### src/rtl/alu_mul_sequencer_pkg.sv
// Shared definitions for the ALU/multiplier time-sharing controller:
// operand width, ALU opcode encodings and the sequencer state enum.
package alu_mul_sequencer_pkg;

  localparam int WIDTH = 32;

  typedef enum logic [1:0] {
    OP_AND = 2'b00,
    OP_OR  = 2'b01,
    OP_ADD = 2'b10,
    OP_SLT = 2'b11
  } alu_op_e;

  typedef enum logic [1:0] {
    IDLE = 2'b00,
    STEP = 2'b01,
    CAPT = 2'b10,
    DONE = 2'b11
  } state_e;

endpackage

### src/rtl/alu_mul_sequencer.sv
// Shares the registered ALU between the EX stage and a 32-iteration shift-add
// unsigned multiplier; the ALU is only borrowed for the add steps.
module alu_mul_sequencer
  import alu_mul_sequencer_pkg::*;
#(
  parameter int WIDTH = alu_mul_sequencer_pkg::WIDTH
) (
  input  logic             CLK,
  input  logic             RST_N,
  input  logic [WIDTH-1:0] ex_a,
  input  logic [WIDTH-1:0] ex_b,
  input  logic [1:0]       ex_op,
  input  logic             ex_binv,
  input  logic             mul_start,
  input  logic [WIDTH-1:0] mul_a,
  input  logic [WIDTH-1:0] mul_b,
  output logic             mul_busy,
  output logic             mul_done,
  output logic [WIDTH-1:0] hi,
  output logic [WIDTH-1:0] lo,
  output logic [WIDTH-1:0] alu_a,
  output logic [WIDTH-1:0] alu_b,
  output logic [1:0]       alu_op,
  output logic             alu_binv,
  input  logic [WIDTH-1:0] alu_result
);

  localparam int CntW = $clog2(WIDTH);

  state_e           state_q, state_d;
  logic [WIDTH-1:0] hi_q, hi_d;
  logic [WIDTH-1:0] lo_q, lo_d;
  logic [WIDTH-1:0] mcand_q, mcand_d;
  logic [CntW-1:0]  count_q, count_d;
  logic             carry;
  logic             lastIter;

  assign lastIter = (count_q == CntW'(WIDTH - 1));

  always_ff @(posedge CLK or negedge RST_N) begin
    if (!RST_N) begin
      state_q <= IDLE;
      hi_q    <= '0;
      lo_q    <= '0;
      mcand_q <= '0;
      count_q <= '0;
    end else begin
      state_q <= state_d;
      hi_q    <= hi_d;
      lo_q    <= lo_d;
      mcand_q <= mcand_d;
      count_q <= count_d;
    end
  end

  always_comb begin
    state_d = state_q;
    hi_d    = hi_q;
    lo_d    = lo_q;
    mcand_d = mcand_q;
    count_d = count_q;
    // The ALU has no carry-out, so rebuild it from the operand and sum MSBs.
    carry   = (hi_q[WIDTH-1] & mcand_q[WIDTH-1]) |
              ((hi_q[WIDTH-1] | mcand_q[WIDTH-1]) & ~alu_result[WIDTH-1]);
    case (state_q)
      IDLE: begin
        if (mul_start) begin
          hi_d    = '0;
          lo_d    = mul_b;
          mcand_d = mul_a;
          count_d = '0;
          state_d = STEP;
        end
      end
      STEP: begin
        if (lo_q[0]) begin
          state_d = CAPT;
        end else begin
          hi_d    = {1'b0, hi_q[WIDTH-1:1]};
          lo_d    = {hi_q[0], lo_q[WIDTH-1:1]};
          count_d = count_q + CntW'(1);
          state_d = lastIter ? DONE : STEP;
        end
      end
      CAPT: begin
        hi_d    = {carry, alu_result[WIDTH-1:1]};
        lo_d    = {alu_result[0], lo_q[WIDTH-1:1]};
        count_d = count_q + CntW'(1);
        state_d = lastIter ? DONE : STEP;
      end
      DONE: begin
        state_d = IDLE;
      end
      default: begin
        state_d = IDLE;
      end
    endcase
  end

  assign mul_busy = (state_q == STEP) || (state_q == CAPT);
  assign mul_done = (state_q == DONE);
  assign hi       = hi_q;
  assign lo       = lo_q;

  // Operand mux: the multiplier owns the ALU only while busy.
  always_comb begin
    alu_a    = ex_a;
    alu_b    = ex_b;
    alu_op   = ex_op;
    alu_binv = ex_binv;
    if (mul_busy) begin
      alu_a    = hi_q;
      alu_b    = mcand_q;
      alu_op   = OP_ADD;
      alu_binv = 1'b0;
    end
  end

endmodule
### config.mk
export PLATFORM = sky130hd
export DESIGN_NAME = alu_mul_sequencer
export DESIGN_NICKNAME = d
export VERILOG_FILES = /design/src/rtl/alu_mul_sequencer_pkg.sv /design/src/rtl/alu_mul_sequencer.sv
export SDC_FILE = /design/constraint.sdc
export NUM_CORES = 1
export LEC_CHECK = 0
export CAP_MARGIN = 0
export CORE_ASPECT_RATIO = 1.1
export CORE_UTILIZATION = 41
export CTS_BUF_LIST = sky130_fd_sc_hd__clkbuf_2 sky130_fd_sc_hd__clkbuf_4 sky130_fd_sc_hd__clkbuf_8
export DETAILED_ROUTE_END_ITERATION = 8
export GPL_TIMING_DRIVEN = 0
export PLACE_DENSITY = 0.9
export SYNTH_ARGS = -nofsm -noshare
export SYNTH_HDL_FRONTEND = slang
export SYNTH_SLANG_ARGS = --single-unit
export TNS_END_PERCENT = 10
### constraint.sdc
create_clock -name CLK -period 2.7 [get_ports CLK]
set_input_delay 0.81 -clock CLK [delete_from_list [all_inputs] [get_ports CLK]]
set_output_delay 0.81 -clock CLK [all_outputs]
set_load 0.02 [all_outputs]
# Yosys cells after proc, flatten, opt, wreduce, memory -nomap -nowiden

Index checks and enable logic that the tools add are counted.
W data, S select, Z words.

Register bits after elaboration: 103
Input port bits: 166

Add/sub/neg operators: 1
Bitwise gates (word level): 5
Reduce and logical (&&, ||, !) cells: 6
Muxes and demuxes: 17
Eq/ne operators: 6

Operators with widths:

| cell                  | number |
|---|---|
| $mux W32              | 6 |
| $pmux W32 S3          | 2 |
| $pmux W5 S3           | 1 |
| $mux W5               | 2 |
| $mux W2               | 4 |
| $pmux W2 S4           | 1 |
| $add A5 B1 Y5 const B | 1 |
| $eq A5 B5 Y1 const B  | 1 |
| $eq A2 B2 Y1 const B  | 2 |
| $ne A2 B2 Y1 const B  | 2 |
| $reduce_and A2 Y1     | 2 |
| $reduce_and A3 Y1     | 1 |
| $reduce_bool A3 Y1    | 1 |
| $and A1 B1 Y1         | 2 |
| $eq A2 B1 Y1 const B  | 1 |
| $logic_not A2 Y1      | 1 |
| $or A1 B1 Y1          | 2 |
| $logic_or A1 B1 Y1    | 1 |
| $mux W1               | 1 |
| $not A1 Y1            | 1 |

# Logic depth before layout (Yosys ltp)

Gate-level depths: netlist (run 1).

Depth after elaboration: 4
Mapped depth: 7
Gate-level depth less buffers: 5

# Least setup slack after synthesis (run 1)

OpenSTA, ideal clock, no wires.

Kind: register to output
Start point: reg state_q[0]
End point: out alu_a[0]
Path slack: -81 ps
Cell stages (with the launch flop): 7
Data arrival time: 1971 ps
Path buffers: 3
Required time: 1890 ps
Cell sequence: dfrtp_1 -> inv_1 -> ha_1 -> clkbuf_1 -> clkbuf_1 -> buf_2 -> mux2_2

Word-level cells in the longest chain between the ends: 3

Ends and longest elaborated chain:

| what                                         | line                     | source |
|---|---|---|
| start, declared                              | alu_mul_sequencer.sv:30  | `state_e state_q, state_d;` |
| start signal, assigned                       | alu_mul_sequencer.sv:48  | `state_q <= state_d;` |
| $eq A2 B1 Y1 or $eq A2 B2 Y1 (tied branches) | alu_mul_sequencer.sv:100 | `assign mul_busy = (state_q == STEP) \|\| (state_q == CAPT);` |
| $logic_or A1 B1 Y1 (*)                       | alu_mul_sequencer.sv:100 |  |
| net mul_busy                                 | alu_mul_sequencer.sv:17  | `output logic mul_busy,` |
| $mux W32 (*)                                 | alu_mul_sequencer.sv:111 | `if (mul_busy) begin` |
| end, declared                                | alu_mul_sequencer.sv:21  | `output logic [WIDTH-1:0] alu_a,` |

Mark *: on every way through the listed nets, which the timed path passes. The rest lies on a longest branch.

# Final worst setup path (run 1)

Start point: reg state_q[1]
End point: out alu_b[30]

Word-level cells in the longest chain between the ends: 3

Ends and longest elaborated chain:

| what                                         | line                     | source |
|---|---|---|
| $eq A2 B1 Y1 or $eq A2 B2 Y1 (tied branches) | alu_mul_sequencer.sv:100 |  |
| $logic_or A1 B1 Y1 (*)                       | alu_mul_sequencer.sv:100 |  |
| $mux W32 (*)                                 | alu_mul_sequencer.sv:111 |  |
| end, declared                                | alu_mul_sequencer.sv:22  | `output logic [WIDTH-1:0] alu_b,` |

Every way passes the cells marked *; elsewhere a longest branch is shown, timed or not.

==> results of run 1 <==
-- layer usage --
metal  global-route usage  vias to the layer above  part of all wire  routed length [um]
met5                    0                        -                 0                   0
met4                0.125                        0             0.031                 699
met3               0.0698                       54             0.074                1640
met2                0.505                      314              0.52               11600
met1                0.351                     2951              0.38                8360
li1                     -                     2628                 -                   -
-- state kept, by name, summed over array words and instances, names as in the netlist --
register  cells
lo           32
mcand_q      32
state_q       2
hi           32
count_q       5
-- cell usage in the layout, fill, tap and decap left out, types with 2 or more instances in the layout --
cell type	n
sky130_fd_sc_hd__ha_1	6
sky130_fd_sc_hd__buf_16	2
sky130_fd_sc_hd__clkdlybuf4s50_1	230
sky130_fd_sc_hd__nand3b_1	2
sky130_fd_sc_hd__a22o_1	9
sky130_fd_sc_hd__clkbuf_16	6
sky130_fd_sc_hd__a2111oi_0	29
sky130_fd_sc_hd__clkbuf_8	12
sky130_fd_sc_hd__buf_1	6
sky130_fd_sc_hd__buf_8	5
sky130_fd_sc_hd__buf_4	12
sky130_fd_sc_hd__inv_1	2
sky130_fd_sc_hd__a2bb2oi_1	30
sky130_fd_sc_hd__nor2b_1	5
sky130_fd_sc_hd__and2_1	2
sky130_fd_sc_hd__o21ai_0	2
sky130_fd_sc_hd__buf_6	40
sky130_fd_sc_hd__o211ai_1	33
sky130_fd_sc_hd__dfrtp_1	103
sky130_fd_sc_hd__o31ai_1	7
sky130_fd_sc_hd__buf_12	4
sky130_fd_sc_hd__nand3_1	27
sky130_fd_sc_hd__nor4_1	22
sky130_fd_sc_hd__nand2_1	4
sky130_fd_sc_hd__inv_2	2
sky130_fd_sc_hd__nor2_1	4
sky130_fd_sc_hd__clkbuf_4	3
sky130_fd_sc_hd__clkbuf_1	34
sky130_fd_sc_hd__mux2_4	30
sky130_fd_sc_hd__a21oi_1	3
sky130_fd_sc_hd__clkinvlp_4	2
sky130_fd_sc_hd__a221o_1	22
sky130_fd_sc_hd__buf_2	38
sky130_fd_sc_hd__nand2b_1	2
sky130_fd_sc_hd__mux2_2	77
-- power breakdown --
group | leakage [nW] | internal, mW | switching (mW)
clock network | 0.0932 | 0.419 | 0.544
registers | 1.29 | 2.17 | 0.528
logic | 2.64 | 4.81 | 4.67
total | 4.03 | 7.40 | 5.74
-- worst reg2reg max path, stage by stage, from the launching register on --
cell	delay, ns
sky130_fd_sc_hd__dfrtp_1	0.39
sky130_fd_sc_hd__inv_2	0.07
sky130_fd_sc_hd__buf_4	0.14
sky130_fd_sc_hd__ha_1	0.26
sky130_fd_sc_hd__and2_4	0.22
sky130_fd_sc_hd__buf_2	0.18
sky130_fd_sc_hd__clkbuf_1	0.26
sky130_fd_sc_hd__a2111oi_1	0.63
sky130_fd_sc_hd__a2bb2oi_1	0.17
-- final cells by class --
cell class	instances	share of cell area
Antenna cell	1	0.000260
Buffer	61	0.0426
Clock buffer	14	0.0181
Clock inverter	2	0.00156
Inverter	4	0.00156
Multi-Input combinational cell	329	0.316
Sequential cell	103	0.268
Tap cell	188	0.0245
Timing Repair Buffer	317	0.327
-- repair_timing --
action / 4_1_cts / 5_1_grt
gates cloned: 2 / 6
endpoints found under the setup margin: 67 / 67
buffers inserted: 8 / 2
endpoints found under the hold margin: 0 / 0
pin swaps: 0 / 1
resized for setup: 335 / 76
-- through the flow --
stage / setup slack [ns] / cells
after global placement: -3.07 / 983
after CTS: -0.203 / 1010
after detailed placement: -0.726 / 984
after global routing: -0.211 / 1019
after floorplan: 0.0480 / 497
final: -0.158 / 1019
-- how the worst min path moves through the flow --
| stage | cells after the start | start | slack [ns] | endpoint |
|---|---|---|---|---|
| floorplan | 1 | mcand_q[0] | 0.47 | mcand_q[0] |
| global placement | 1 | mcand_q[24] | 0.48 | mcand_q[24] |
| detailed placement | 1 | mcand_q[22] | 0.49 | mcand_q[22] |
| CTS | 1 | RST_N | 0.45 | mcand_q[26] |
| global route | 1 | RST_N | 0.46 | mcand_q[26] |
| finish | 1 | RST_N | 0.44 | mcand_q[26] |
-- logic make-up after synthesis --
kind of cell             Yosys count  share of synthesized area
flip-flops                       103                      0.446
adder cells (fa/ha/maj)            7                     0.0152
AND/OR/NAND/NOR                   76                     0.0763
buffers and inverters             65                     0.0494
AO/OA/AOI/OAI                    139                      0.204
multiplexers                     107                      0.209
==> run summary, run 1 <==
The flow ran to the end, but the final reports show violations. The final reports fail on negative setup slack. Total power for the finished layout comes to 13.1 mW.

The first global-routing pass estimated roughly 33000 um of wire. In this run the critical register-to-register path is launched from state_q[1]. Summed over all instances, the cell type with the most area after synthesis is sky130_fd_sc_hd__dfrtp_1. The maximum fanout along the worst path is 6. The area taken by flip-flops and latches is ~2600 sq um.

The number of remaining DRC errors is 0. The transition time at the pin with the least slew margin came out at 0.725 ns. The initial utilization of the core area, before any placement, comes to 0.419. The worst setup path is captured at a primary output. The cell class contributing the biggest share of worst-path delay is buffers and inverters.

The count of buffers inserted at the top-level ports is approximately 300. The clock network latency to the later pin of the worst-skew pair came out at ~0.36 ns. The total detailed-routing wirelength is ~22000 um.

The average footprint of a synthesized cell came out at approximately 12 sq um. The class of the most critical hold timing path is input port to async pin. In the synthesized netlist the dominant register cell turns out to be sky130_fd_sc_hd__dfrtp_1. The post-placement cell area came out at ~9000 sq um. The endpoint of the worst-slack reg-to-reg timing path is lo[22]. The region available for standard cell placement spans 13800 sq um. The final hold violation count is 0. Across every metal layer, demand over resource in global routing totals 0.295. The worst-case reg-to-reg path depth came out at 8. The global-route congestion overflow total came out at 0.

The detailed-placement wirelength estimate came out at 15800 um. The number of setup violations in the final report is 63. The root buffer cell chosen for the clock tree is sky130_fd_sc_hd__clkbuf_8. The combined area of the multi-input logic cells came out at 3040 sq um. The last weighted congestion value of the routability-driven placer came out at 0.929. The number of flip-flops and latches in the synthesized netlist came out at between 100 and 150. The number of cells on the critical path came out at 7.

The data required time at the worst endpoint came out at between 1.5 and 2 ns. The number of H-tree levels came out at 3. Pin placement for this block handled roughly 300 I/O pins.

In this run the core area contains 45 standard-cell rows. For this design the static power due to leakage is 4.03 nW. Synthesis produced a netlist with a net count of 670. The worst setup margin came out at -0.158 ns.

The share of layout cells above drive strength 1 is 0.287. TritonCTS built the clock tree. The reg2reg setup slack came out at 0.25 ns. Following the worst setup path forward leads to its endpoint at alu_b[30].

The total power per unit cell area is approximately 1400 nW/um^2. The async set-reset flop share out of synthesis came out at 1.00. The number of antenna violations at the first check in global routing came out at 1.

Setup repair after global routing could not meet its margin everywhere. For the worst setup path, the data arrival time is 2.05 ns. The library cell contributing the largest single delay on the critical path is sky130_fd_sc_hd__dfrtp_1. The total via count after detailed routing came out at ~5900. The post-detailed-route count of antenna-violating nets is 0. In this run the tightest slew margin relative to its limit is 0.504. In the final timing run, aggregate negative setup slack is -7.07 ns. Max-cap violations in this run came to 0.

The maximum clock skew at final layout came out at about 0.0094 ns. Yosys instantiated no cell more often than sky130_fd_sc_hd__mux2_2. The shortest clock period the worst path allows after layout is 2.86 ns. The signal on the critical path passes through inv_2, ha_4, buf_8, clkbuf_16, clkbuf_16, mux2_2, buf_6. Sorting the synthesized cells by area gives the leading types as sky130_fd_sc_hd__dfrtp_1 (45%), sky130_fd_sc_hd__mux2_2 (21%), sky130_fd_sc_hd__a2111oi_0 (4.6%). The die covers 14600 sq um.

The max-slew violation count is 0. The number of nets in the layout is roughly 1000. The launching element type of the critical path is a register. The detailed-route vias per instance came out at 5.84. The clock transition at the registers of the reported paths is around 0.10 ns. The largest incremental delay on the critical path is 0.39 ns. Together, buffers and inverters on the worst path number 5. The core occupancy in the finished layout came out at 0.697. The filler cell count in the final layout is between 900 and 1000. The maximum frequency from static timing analysis is ~0.35 GHz.

In the finished design, the share of the clock period the worst path needs comes to 1.06. The number of global-route vias before repair is 5865. The number of different library cells in the post-synthesis netlist came out at 35. The number of instances in the synthesized netlist came out at between 400 and 500.

The final hold slack is between 0.4 and 0.5 ns. Clock tree synthesis inserted a total of 9 buffers. The iteration-0 DRC count of the detailed router is 370. The synthesized design contains 0 enable-type register cells. IR analysis of the VDD net gives a maximum drop of approximately 800 uV. The sequential area share after synthesis came out at 0.446. The maximum number of pins on one net before global-route repair is 60. Counting instances in the post-synthesis netlist gives the leading cell types as sky130_fd_sc_hd__mux2_2 (107), sky130_fd_sc_hd__dfrtp_1 (103), sky130_fd_sc_hd__clkbuf_1 (37). The warning count from the yosys run is 0. The fraction of post-synthesis cell area in the top cell type by area came out at 0.446. Compared with the post-synthesis result, the final layout area differs by 66.5%. The total clock sinks is roughly 100. The die span in x is between 100 and 150 um. The most repeated library cell on the critical path is sky130_fd_sc_hd__clkbuf_16. The critical path is of the register to primary output type.

The first element of the critical path is state_q[1]. The number of hold-repair buffers added at the cts stage is 0. The first TritonRoute pass finished after 5 iterations.

The post-route standard cell area excluding fillers came out at roughly 9600 sq um. The post-synthesis instance area came out at a little under 6000 sq um. The maximum buffer depth of the clock tree is 2. From bottom edge to top edge, the die measures roughly 130 um. The final routed wire length divided by cell count came out at 21.8 um.
No activity file was read; power rests on OpenSTA's default activity.
==> inputs of run 2 (changes only) <==
CORE_ASPECT_RATIO = not set   (was 1.1)
==> run 2 against run 1 <==
Against the previous run: the flow still finishes with violations (negative setup slack); largest power group unchanged; count of clock-buffer cells in the layout shrank 3; cell area shrank 0.48%; die area is essentially flat; highest routed layer unchanged.
==> run summary, run 2 (synthesis gave the netlist of run 1 again) <==
0 antenna diodes ended up in the layout. The total detailed-routing wirelength is 22100 um. Clock-pin slew was measured on the worst setup and hold paths at approximately 0.11 ns.

The maximum clock skew at final layout came out at 0.0134 ns. The flow ran to the end, but the final reports show violations. The reg2reg setup slack came out at roughly 0.21 ns. The number of clock buffers added by TritonCTS is 9.

The post-detailed-route count of antenna-violating nets is 0. The clock network latency to the later pin of the worst-skew pair is 0.39 ns. Leaving out fill and tap cells, the most frequent cells in the layout are sky130_fd_sc_hd__clkdlybuf4s50_1 (230), sky130_fd_sc_hd__dfrtp_1 (103), sky130_fd_sc_hd__mux2_2 (77).

In the finished design, the share of the clock period the worst path needs comes to 1.07. The number of setup violations in the final report is 65. The final reports fail on negative setup slack. The part of the power in combinational logic came out at 0.716. No sink is reached through more buffers than the 2 on the longest clock path. Across all setup checks in the final design, the least slack found is -0.183 ns.

After filler insertion, the fill cell instance count of the layout stands at around 950. At the worst endpoint, the arrival time is 2.07 ns. The buffer cell driving the clock tree root is sky130_fd_sc_hd__clkbuf_8.

The worst setup path is of the register to primary output kind. The fraction of power consumed by sequential logic is 0.206. The maximum vdd ir drop is between 700 and 800 uV. The critical path ends at alu_a[20]. The class of the most critical hold timing path is input port to async pin. The first global-routing pass estimated ~31000 um of wire. The shortest clock period the worst path allows after layout is around 2.9 ns.

The maximum number of pins on one net before global-route repair is slightly below 70. The die span in x came out at 121 um. The internal power of the cells totals between 7 and 8 mW. The fraction of power spent switching nets came out at 0.437. The total via count after detailed routing is between 5000 and 6000. The launch point of the worst reg-to-reg path is state_q[1].

Max-cap violations in this run came to 0. The worst register-to-register path ends at hi[10]. CTS saw ~100 sinks. During I/O placement, the number of pins put on the boundary was about 300. The detailed-placement wirelength estimate came out at between 15000 and 20000 um.

The final hold violation count came out at 0. The first element of the critical path is state_q[1]. The max-slew violation count came out at 0. The final routed wire length divided by cell count is about 22 um. The number of global-route vias before repair came out at 5603. Of all nets on the critical path, the largest fanout is 6.

The number of H-tree levels came out at 3. The share of total power dissipated in the clock network is 0.077. The clock tree from TritonCTS is done. The number of antenna violations at the first check in global routing came to 0. The count of buffers inserted at the top-level ports came out at around 300. The multi-input combinational cells in the finished layout cover a total of just over 3000 sq um. Leaving out fill and tap cells, the most frequent cell in the layout is sky130_fd_sc_hd__clkdlybuf4s50_1. The worst setup path is captured at a primary output. The post-route standard cell area excluding fillers came out at ~9600 sq um.

Dividing the detail-routed via count by the number of cells gives between 5 and 6. The area taken by flip-flops and latches came out at ~2600 sq um. The share of layout cells above drive strength 1 is 0.282. The total negative slack for setup checks is -9.03 ns. Setup repair after global routing could not meet its margin everywhere.

The number of remaining DRC errors came out at 0. The maximum frequency from static timing analysis is approximately 0.35 GHz. The die height is ~120 um.

The number of hold-repair buffers added at the cts stage is 0. The total power per unit cell area is between 1000 and 1500 nW/um^2. The worst-case reg-to-reg path depth is 7. The number of nets in the layout came out at around 1000.

The worst slew margin relative to its limit came out at 0.502. The length of the first detailed-routing pass in iterations came out at 5. For the worst setup path, the data required time is 1.89 ns. The static leakage power came out at ~4 nW.

The post-synthesis to final-layout area growth is 65.7%. The iteration-0 DRC count of the detailed router came out at 494. In this run the power spent charging and discharging nets is 5.72 mW. The global-route congestion overflow total is 0. The initial standard-cell utilization of the core came out at 0.427. The row count came out at 42. The core occupancy in the finished layout is 0.708.

The overall fraction of global-route tracks in use is 0.278. The floorplan step defined a die boundary enclosing 14600 sq um. The floorplan core area came out at between 10000 and 15000 sq um. The last weighted congestion value of the routability-driven placer came out at ~0.86. The transition time at the pin with the least slew margin came out at 0.728 ns. The post-placement cell area is between 9000 and 10000 sq um. The pre-CTS setup slack came out at -0.693 ns. STA classifies the critical path startpoint as a register.
[run 2: worst min-delay path by stage]
stage / startpoint / to / slack (ns) / cells after the start
2_1_floorplan: mcand_q[0] / mcand_q[0] / 0.47 / 1
3_3_place_gp: mcand_q[4] / mcand_q[4] / 0.49 / 1
3_5_place_dp: mcand_q[29] / mcand_q[29] / 0.49 / 1
4_1_cts: RST_N / mcand_q[27] / 0.38 / 1
5_1_grt: RST_N / mcand_q[27] / 0.41 / 1
6_report: RST_N / mcand_q[28] / 0.38 / 1
[run 2: area by class of cell]
type,count,share of cell area
well taps,176,0.0230
flip-flops and latches,103,0.269
clock inverters,5,0.00589
repair buffers,312,0.324
plain buffers,61,0.0433
inverters,4,0.00157
clock buffers,11,0.0152
multi-input cells,329,0.317
[run 2: per-layer routing]
metal	vias to the layer above	track usage	wire length [um]
li1	2618	-	-
met5	-	0	0
met1	2965	0.338	8590
met3	52	0.0608	1450
met2	283	0.492	11500
met4	0	0.0818	585
[run 2: power by group through the flow]
stage               clock network, mW  registers, mW  logic (mW)
floorplan                           0           2.93        4.60
global placement                    0           2.68        7.93
detailed placement                  0           2.69        8.05
CTS                              1.04           2.67        8.16
global route                     1.10           2.76        9.84
finish                           1.01           2.70        9.37
[run 2: critical path, stage by stage (launching register included)]
cell and delay [ns]:
sky130_fd_sc_hd__dfrtp_1 0.39, sky130_fd_sc_hd__inv_2 0.07, sky130_fd_sc_hd__ha_4 0.28, sky130_fd_sc_hd__buf_8 0.13
sky130_fd_sc_hd__clkbuf_16 0.18, sky130_fd_sc_hd__buf_12 0.13, sky130_fd_sc_hd__mux2_2 0.34, sky130_fd_sc_hd__buf_2 0.16
[run 2: repair_timing]
item	CTS	global route
gates resized for setup	322	83
setup endpoints to repair	68	67
buffers inserted	4	1
gates cloned	1	7
pin swaps	1	1
[run 2: through the flow]
stage	hold slack (ns)	std cells	power, mW
after floorplan	0.474	497	7.53
after global placement	0.487	971	10.6
after detailed placement	0.492	972	10.7
after CTS	0.384	993	11.9
after global routing	0.406	1001	13.7
final	0.381	1001	13.1
==> inputs of run 3 (changes only) <==
SLEW_MARGIN = 20   (was not set)
==> run 3 against run 2 <==
Against the previous run: the flow still finishes with violations (negative setup slack); non-clock buffer count increased by 2; clock skew decreased by 0.0022 ns; register-to-register slack about the same; critical path depth decreased by 1; routed wire length decreased by 4.6%; highest routed layer unchanged.
==> run summary, run 3 (synthesis gave the netlist of run 1 again) <==
In the final timing run, aggregate negative setup slack is -2.01 ns. The worst setup path is captured at a primary output. The part of the power in combinational logic came out at 0.714. Entering global routing, the biggest net connects approximately 70 pins. The final reports fail on negative setup slack.

The floorplan core area came out at 13500 sq um. The detailed router placed slightly below 6000 vias in this run. The cell sitting at the root of the clock tree is a sky130_fd_sc_hd__clkbuf_8.

The die span in x is approximately 120 um. The overall fraction of global-route tracks in use is 0.278. The worst path buffer plus inverter count came out at 4.

The combined area of the multi-input logic cells came out at ~3000 sq um. Setup repair after global routing could not meet its margin everywhere. Of the total power, the clock network draws 0.078. Counting tap cells, the placed design contains a total of between 900 and 1000 instances. The number of antenna violations at the first check in global routing is 0. The H-tree was split into 3 levels. The maximum fanout along the worst path is 7. The clock transition at the registers of the reported paths is roughly 0.10 ns. The die height came out at about 120 um.

The critical path goes through inv_2, ha_4, clkbuf_16, buf_16, mux2_2, buf_6. The number of buffers inserted during clock tree synthesis came out at 9. TritonCTS built the clock tree. The final routed wire length divided by cell count came out at 21.0 um. The number of maximum-capacitance violations came out at 0. In the final layout, flip-flops and latches occupy ~2600 sq um. The flow ran to the end, but the final reports show violations. On the worst path, the slowest cell contributes a delay of between 0.3 and 0.4 ns. The share of layout cells above drive strength 1 came out at 0.284. The total length of routed met2 wires is about 11000 um. Wire segments on met3 add up to 1380 um in the final route. After the first detailed-routing iteration, the DRC count stood at roughly 380. STA classifies the critical path startpoint as a register. The filler cell count in the final layout came out at ~950. The final hold violation count came out at 0. The global-route wire length before repair came out at about 31000 um. The finished cells cover ~9600 sq um.

The total power per unit cell area is about 1400 nW/um^2. The worst-case reg-to-reg path depth came out at 7. The initial standard-cell utilization of the core is 0.427. The number of remaining DRC errors is 0. The last weighted congestion value of the routability-driven placer came out at around 0.86. Among cell families on the critical path, the largest total delay comes from buffers and inverters. The class of the most critical hold timing path is input port to async pin.

The total detailed-routing wirelength came out at roughly 21000 um. The global-route congestion overflow total is 0. From synthesis to final layout, the design area changed by 65.8%.

The number of global-route vias before repair was 5635. The fraction of power spent switching nets is 0.432. The design draws roughly 13 mW.

The worst slew margin relative to its limit came out at 0.491. The maximum clock skew at final layout came out at approximately 0.011 ns. The max-slew violation count came out at 0.

The detailed-placement wirelength estimate came out at between 15000 and 20000 um. The floorplan step defined a die boundary enclosing approximately 15000 sq um. The maximum vdd ir drop is approximately 960 uV.

Port buffering added between 200 and 300 buffers. The final period utilization came out at 1.02. Leaving out fill and tap cells, the most frequent cell in the layout is sky130_fd_sc_hd__clkdlybuf4s50_1.

The maximum frequency from static timing analysis is roughly 0.36 GHz. The data required time at the worst endpoint came out at 1.89 ns. In this run the number of cells on the critical path is 6. The post-placement cell area came out at approximately 9000 sq um. The transition time at the pin with the least slew margin is 0.744 ns. The number of inserted diodes came out at 0. The clock network latency to the later pin of the worst-skew pair is ~0.38 ns. Data on the critical path arrives at its endpoint at between 1.5 and 2 ns. The total routed wire length on the met1 layer came out at between 8000 and 9000 um. No sink is reached through more buffers than the 2 on the longest clock path.

Across all hold checks on the routed design, the worst slack comes to 0.317 ns. The static leakage power is 4.02 nW. The post-detailed-route count of antenna-violating nets came out at 0. The length of the first detailed-routing pass in iterations came out at 5. The highest metal layer carrying signal wires in the routed design is met4. The net switching power is about 5.6 mW. Once routing completed, OpenROAD measured the worst setup slack at -0.0625 ns.

The library cells used most frequently in the layout, excluding fill and tap cells, are sky130_fd_sc_hd__clkdlybuf4s50_1 (230), sky130_fd_sc_hd__dfrtp_1 (103), sky130_fd_sc_hd__mux2_2 (75). The clock net in this run drives a total of 103 sinks. Internal power comes to approximately 7.4 mW. The filler-free cell count of the finished design came out at around 1000.

The detailed-route vias per instance came out at ~6. After floorplanning, the core was divided into 42 placement rows. The number of nets in the layout is roughly 1000.

Among all stages on the critical path, the largest delay is contributed by sky130_fd_sc_hd__dfrtp_1. The top-level port count came out at 299. Setup violations remaining at the end of the flow were counted as 60. The shortest clock period the worst path allows after layout came out at 2.76 ns. By startpoint and endpoint, the worst setup path is classified as register to primary output. Of the total power, registers draw 0.207.
-- run 3: area by class of cell --
class / instances / share of cell area
inverters: 4 / 0.00157
multi-input cells: 329 / 0.318
flip-flops and latches: 103 / 0.269
plain buffers: 60 / 0.0425
clock inverters: 4 / 0.00549
repair buffers: 315 / 0.324
well taps: 176 / 0.0230
clock buffers: 12 / 0.0159
-- run 3: what timing repair did --
action,in CTS,in global routing
gates resized for setup,332,85
hold buffers,0,0
setup buffers,8,4
endpoints found under the setup margin,67,66
cloned,2,2
pin swaps,0,1
-- run 3: per-layer routing --
| metal | GRT usage | vias up |
|---|---|---|
| met4 | 0.117 | 0 |
| met2 | 0.479 | 268 |
| li1 | - | 2623 |
| met1 | 0.343 | 2901 |
| met3 | 0.0448 | 56 |
| met5 | 0 | - |
-- run 3: path summary, 6_finish.rpt --
| check | endpoint | slack [ns] | startpoint |
|---|---|---|---|
| setup / recovery | alu_b[2] | -0.06 | state_q[1] |
| hold / removal | mcand_q[27] | 0.32 | RST_N |
| setup reg to reg | hi[9] | 0.22 | state_q[1] |
| hold reg to reg | mcand_q[5] | 0.51 | mcand_q[5] |
| max in group asynchronous | lo[22] | 1.72 | RST_N |
| min in group CLK | mcand_q[5] | 0.51 | mcand_q[5] |
-- run 3: stage by stage --
stage / setup slack (ns) / util
after floorplan: 0.0480 / -
after global placement: -3.11 / 0.665
after detailed placement: -0.705 / 0.667
after CTS: -0.165 / 0.684
after global routing: -0.123 / 0.709
final: -0.0625 / 0.709
-- run 3: power by group through the flow --
stage	clock (mW)	combinational (mW)	sequential, mW
3_5_place_dp	0	8.07	2.69
5_1_grt	1.11	9.78	2.75
4_1_cts	1.04	8.45	2.66
3_3_place_gp	0	7.93	2.68
2_1_floorplan	0	4.60	2.93
6_report	1.02	9.27	2.69
==> variant (flow settings as in run 3) <==
`WIDTH`: 32 -> 16.
--- a/src/rtl/alu_mul_sequencer_pkg.sv
+++ b/src/rtl/alu_mul_sequencer_pkg.sv
@@ -2,7 +2,7 @@
 // operand width, ALU opcode encodings and the sequencer state enum.
 package alu_mul_sequencer_pkg;
 
-  localparam int WIDTH = 32;
+  localparam int WIDTH = 16;
 
   typedef enum logic [1:0] {
     OP_AND = 2'b00,
Ports: changed (9 resized); port bits go from 299 to 155. The function was not compared with the original's and may differ.
==> variant against run 3 <==
  * Power fell by 47%
  * Clock skew fell by 0.00076 ns
  * Sequential power fell by 47%
  * Wire length fell by 55%
  * Non-clock buffer count fell by 185
  * Register-to-register slack improved by 0.07 ns
  * Largest power group unchanged
  * Clock power fell by 46%
  * Design area fell by 49%
  * Worst setup slack improved by 0.14 ns
  * Critical path depth did not move
  * Sequential cell count fell by 49
  * Synthesized area fell by 46%
  * Global-route usage fell by 3.9 points
==> variant: results (changes against run 3) <==
Final layout:
- The area fraction of clock buffers and clock inverters is 0.0231 (was 0.0214).
- The number of filler instances in the final layout is 579 (was 947).
- The post-layout net count is 529 (was 995).
- The area taken by multi-input logic gates came to 1600 µm² (was 3040 µm²).
- The layout cell share with drive strength beyond 1 is 0.272 (was 0.284).
- The count of non-CTS buffers in the layout is 190 (was 375).
- The non-clock buffer share of cell area is 0.344 (was 0.367).
- The number of multi-input combinational cells was 183 (was 329).

STA:
- The final worst setup slack was 0.0785 ns (was -0.0625 ns).
- The worst hold slack is 0.512 ns (was 0.317 ns).
- The number of setup violations in the final report is 0 (was 60).

Placement:
- The placer's final routability congestion estimate came to 0.861 (was 0.855).
- The quantity of I/O buffers inserted on ports was 154 (was 298).
- The total placed instance area was 4770 µm² (was 9010 µm²).
- The worst-case setup slack after placement came to -0.825 ns (was -0.705 ns).

Clock tree:
- The clock network latency to the later pin of the worst-skew pair is 0.30 ns (was 0.38 ns).
- The H-tree depth reported by CTS came to 2 (was 3).
- The post-CTS setup-driven buffer insertion count came to 5 (was 8).

Critical path:
- The endpoint of the worst register-to-register path was lo[5] (was hi[9]).
- The critical path capture point was alu_op[1] (was alu_b[2]).
- The largest fanout on the critical path is 10 (was 7).
- The startpoint of the lowest-slack register-to-register path is state_q[0] (was state_q[1]).
- The highest cell delay on the worst timing path is 0.41 ns (was 0.37 ns).
- The worst endpoint data arrival time is 1.81 ns (was 1.95 ns).

Drt:
- The average wire per cell in the routed design was 17.7 µm (was 21.0 µm).
- The via density per instance was 5.72 (was 5.83).
- The count of TritonRoute iterations in the first routing pass was 4 (was 5).
- The number of design-rule violations left by the first detailed-router iteration is 246 (was 376).
- The via total after detailed routing is 3072 (was 5848).

Global routing:
- The maximum number of pins on one net before global-route repair was 55 (was 68).
- The global-route usage over all layers came to 0.238 (was 0.278).
- The number of global-route vias before repair is 3042 (was 5635).
- The global-route wire length before repair is 14600 µm (was 31000 µm).

Synthesis:
- The synthesized flop and latch total is 54 (was 103).
- The share of the synthesized area in compound gates (AO/OA/AOI/OAI) is 0.197 (was 0.204).

Hold path:
- The worst min-delay path category was reg -> reg (was in -> async).

Run status:
- Outcome: finished, final reports clean (was finished, violations left).
[variant: cell count changes after synthesis, moves of 11 or more]
cell | run 3 | this run
sky130_fd_sc_hd__dfrtp_1 | 103 | 54
sky130_fd_sc_hd__clkbuf_1 | 37 | 23
sky130_fd_sc_hd__a2bb2oi_1 | 30 | 14
sky130_fd_sc_hd__a2111oi_0 | 30 | 14
sky130_fd_sc_hd__nand3_1 | 27 | 16
sky130_fd_sc_hd__mux2_2 | 107 | 51
sky130_fd_sc_hd__buf_2 | 15 | 3
sky130_fd_sc_hd__o211ai_1 | 33 | 17
[variant: power breakdown]
group | total, mW | internal [mW] | switching (mW) | leakage (nW)
combinational | 4.85 | 2.35 | 2.50 | 1.31
sequential | 1.42 | 1.15 | 0.271 | 0.680
clock | 0.551 | 0.297 | 0.254 | 0.0573
[variant: routing by layer]
metal	GRT usage	share of wire
met5	0	0
met4	0.102	0.021
met3	0.0443	0.077
met2	0.412	0.51
met1	0.293	0.39
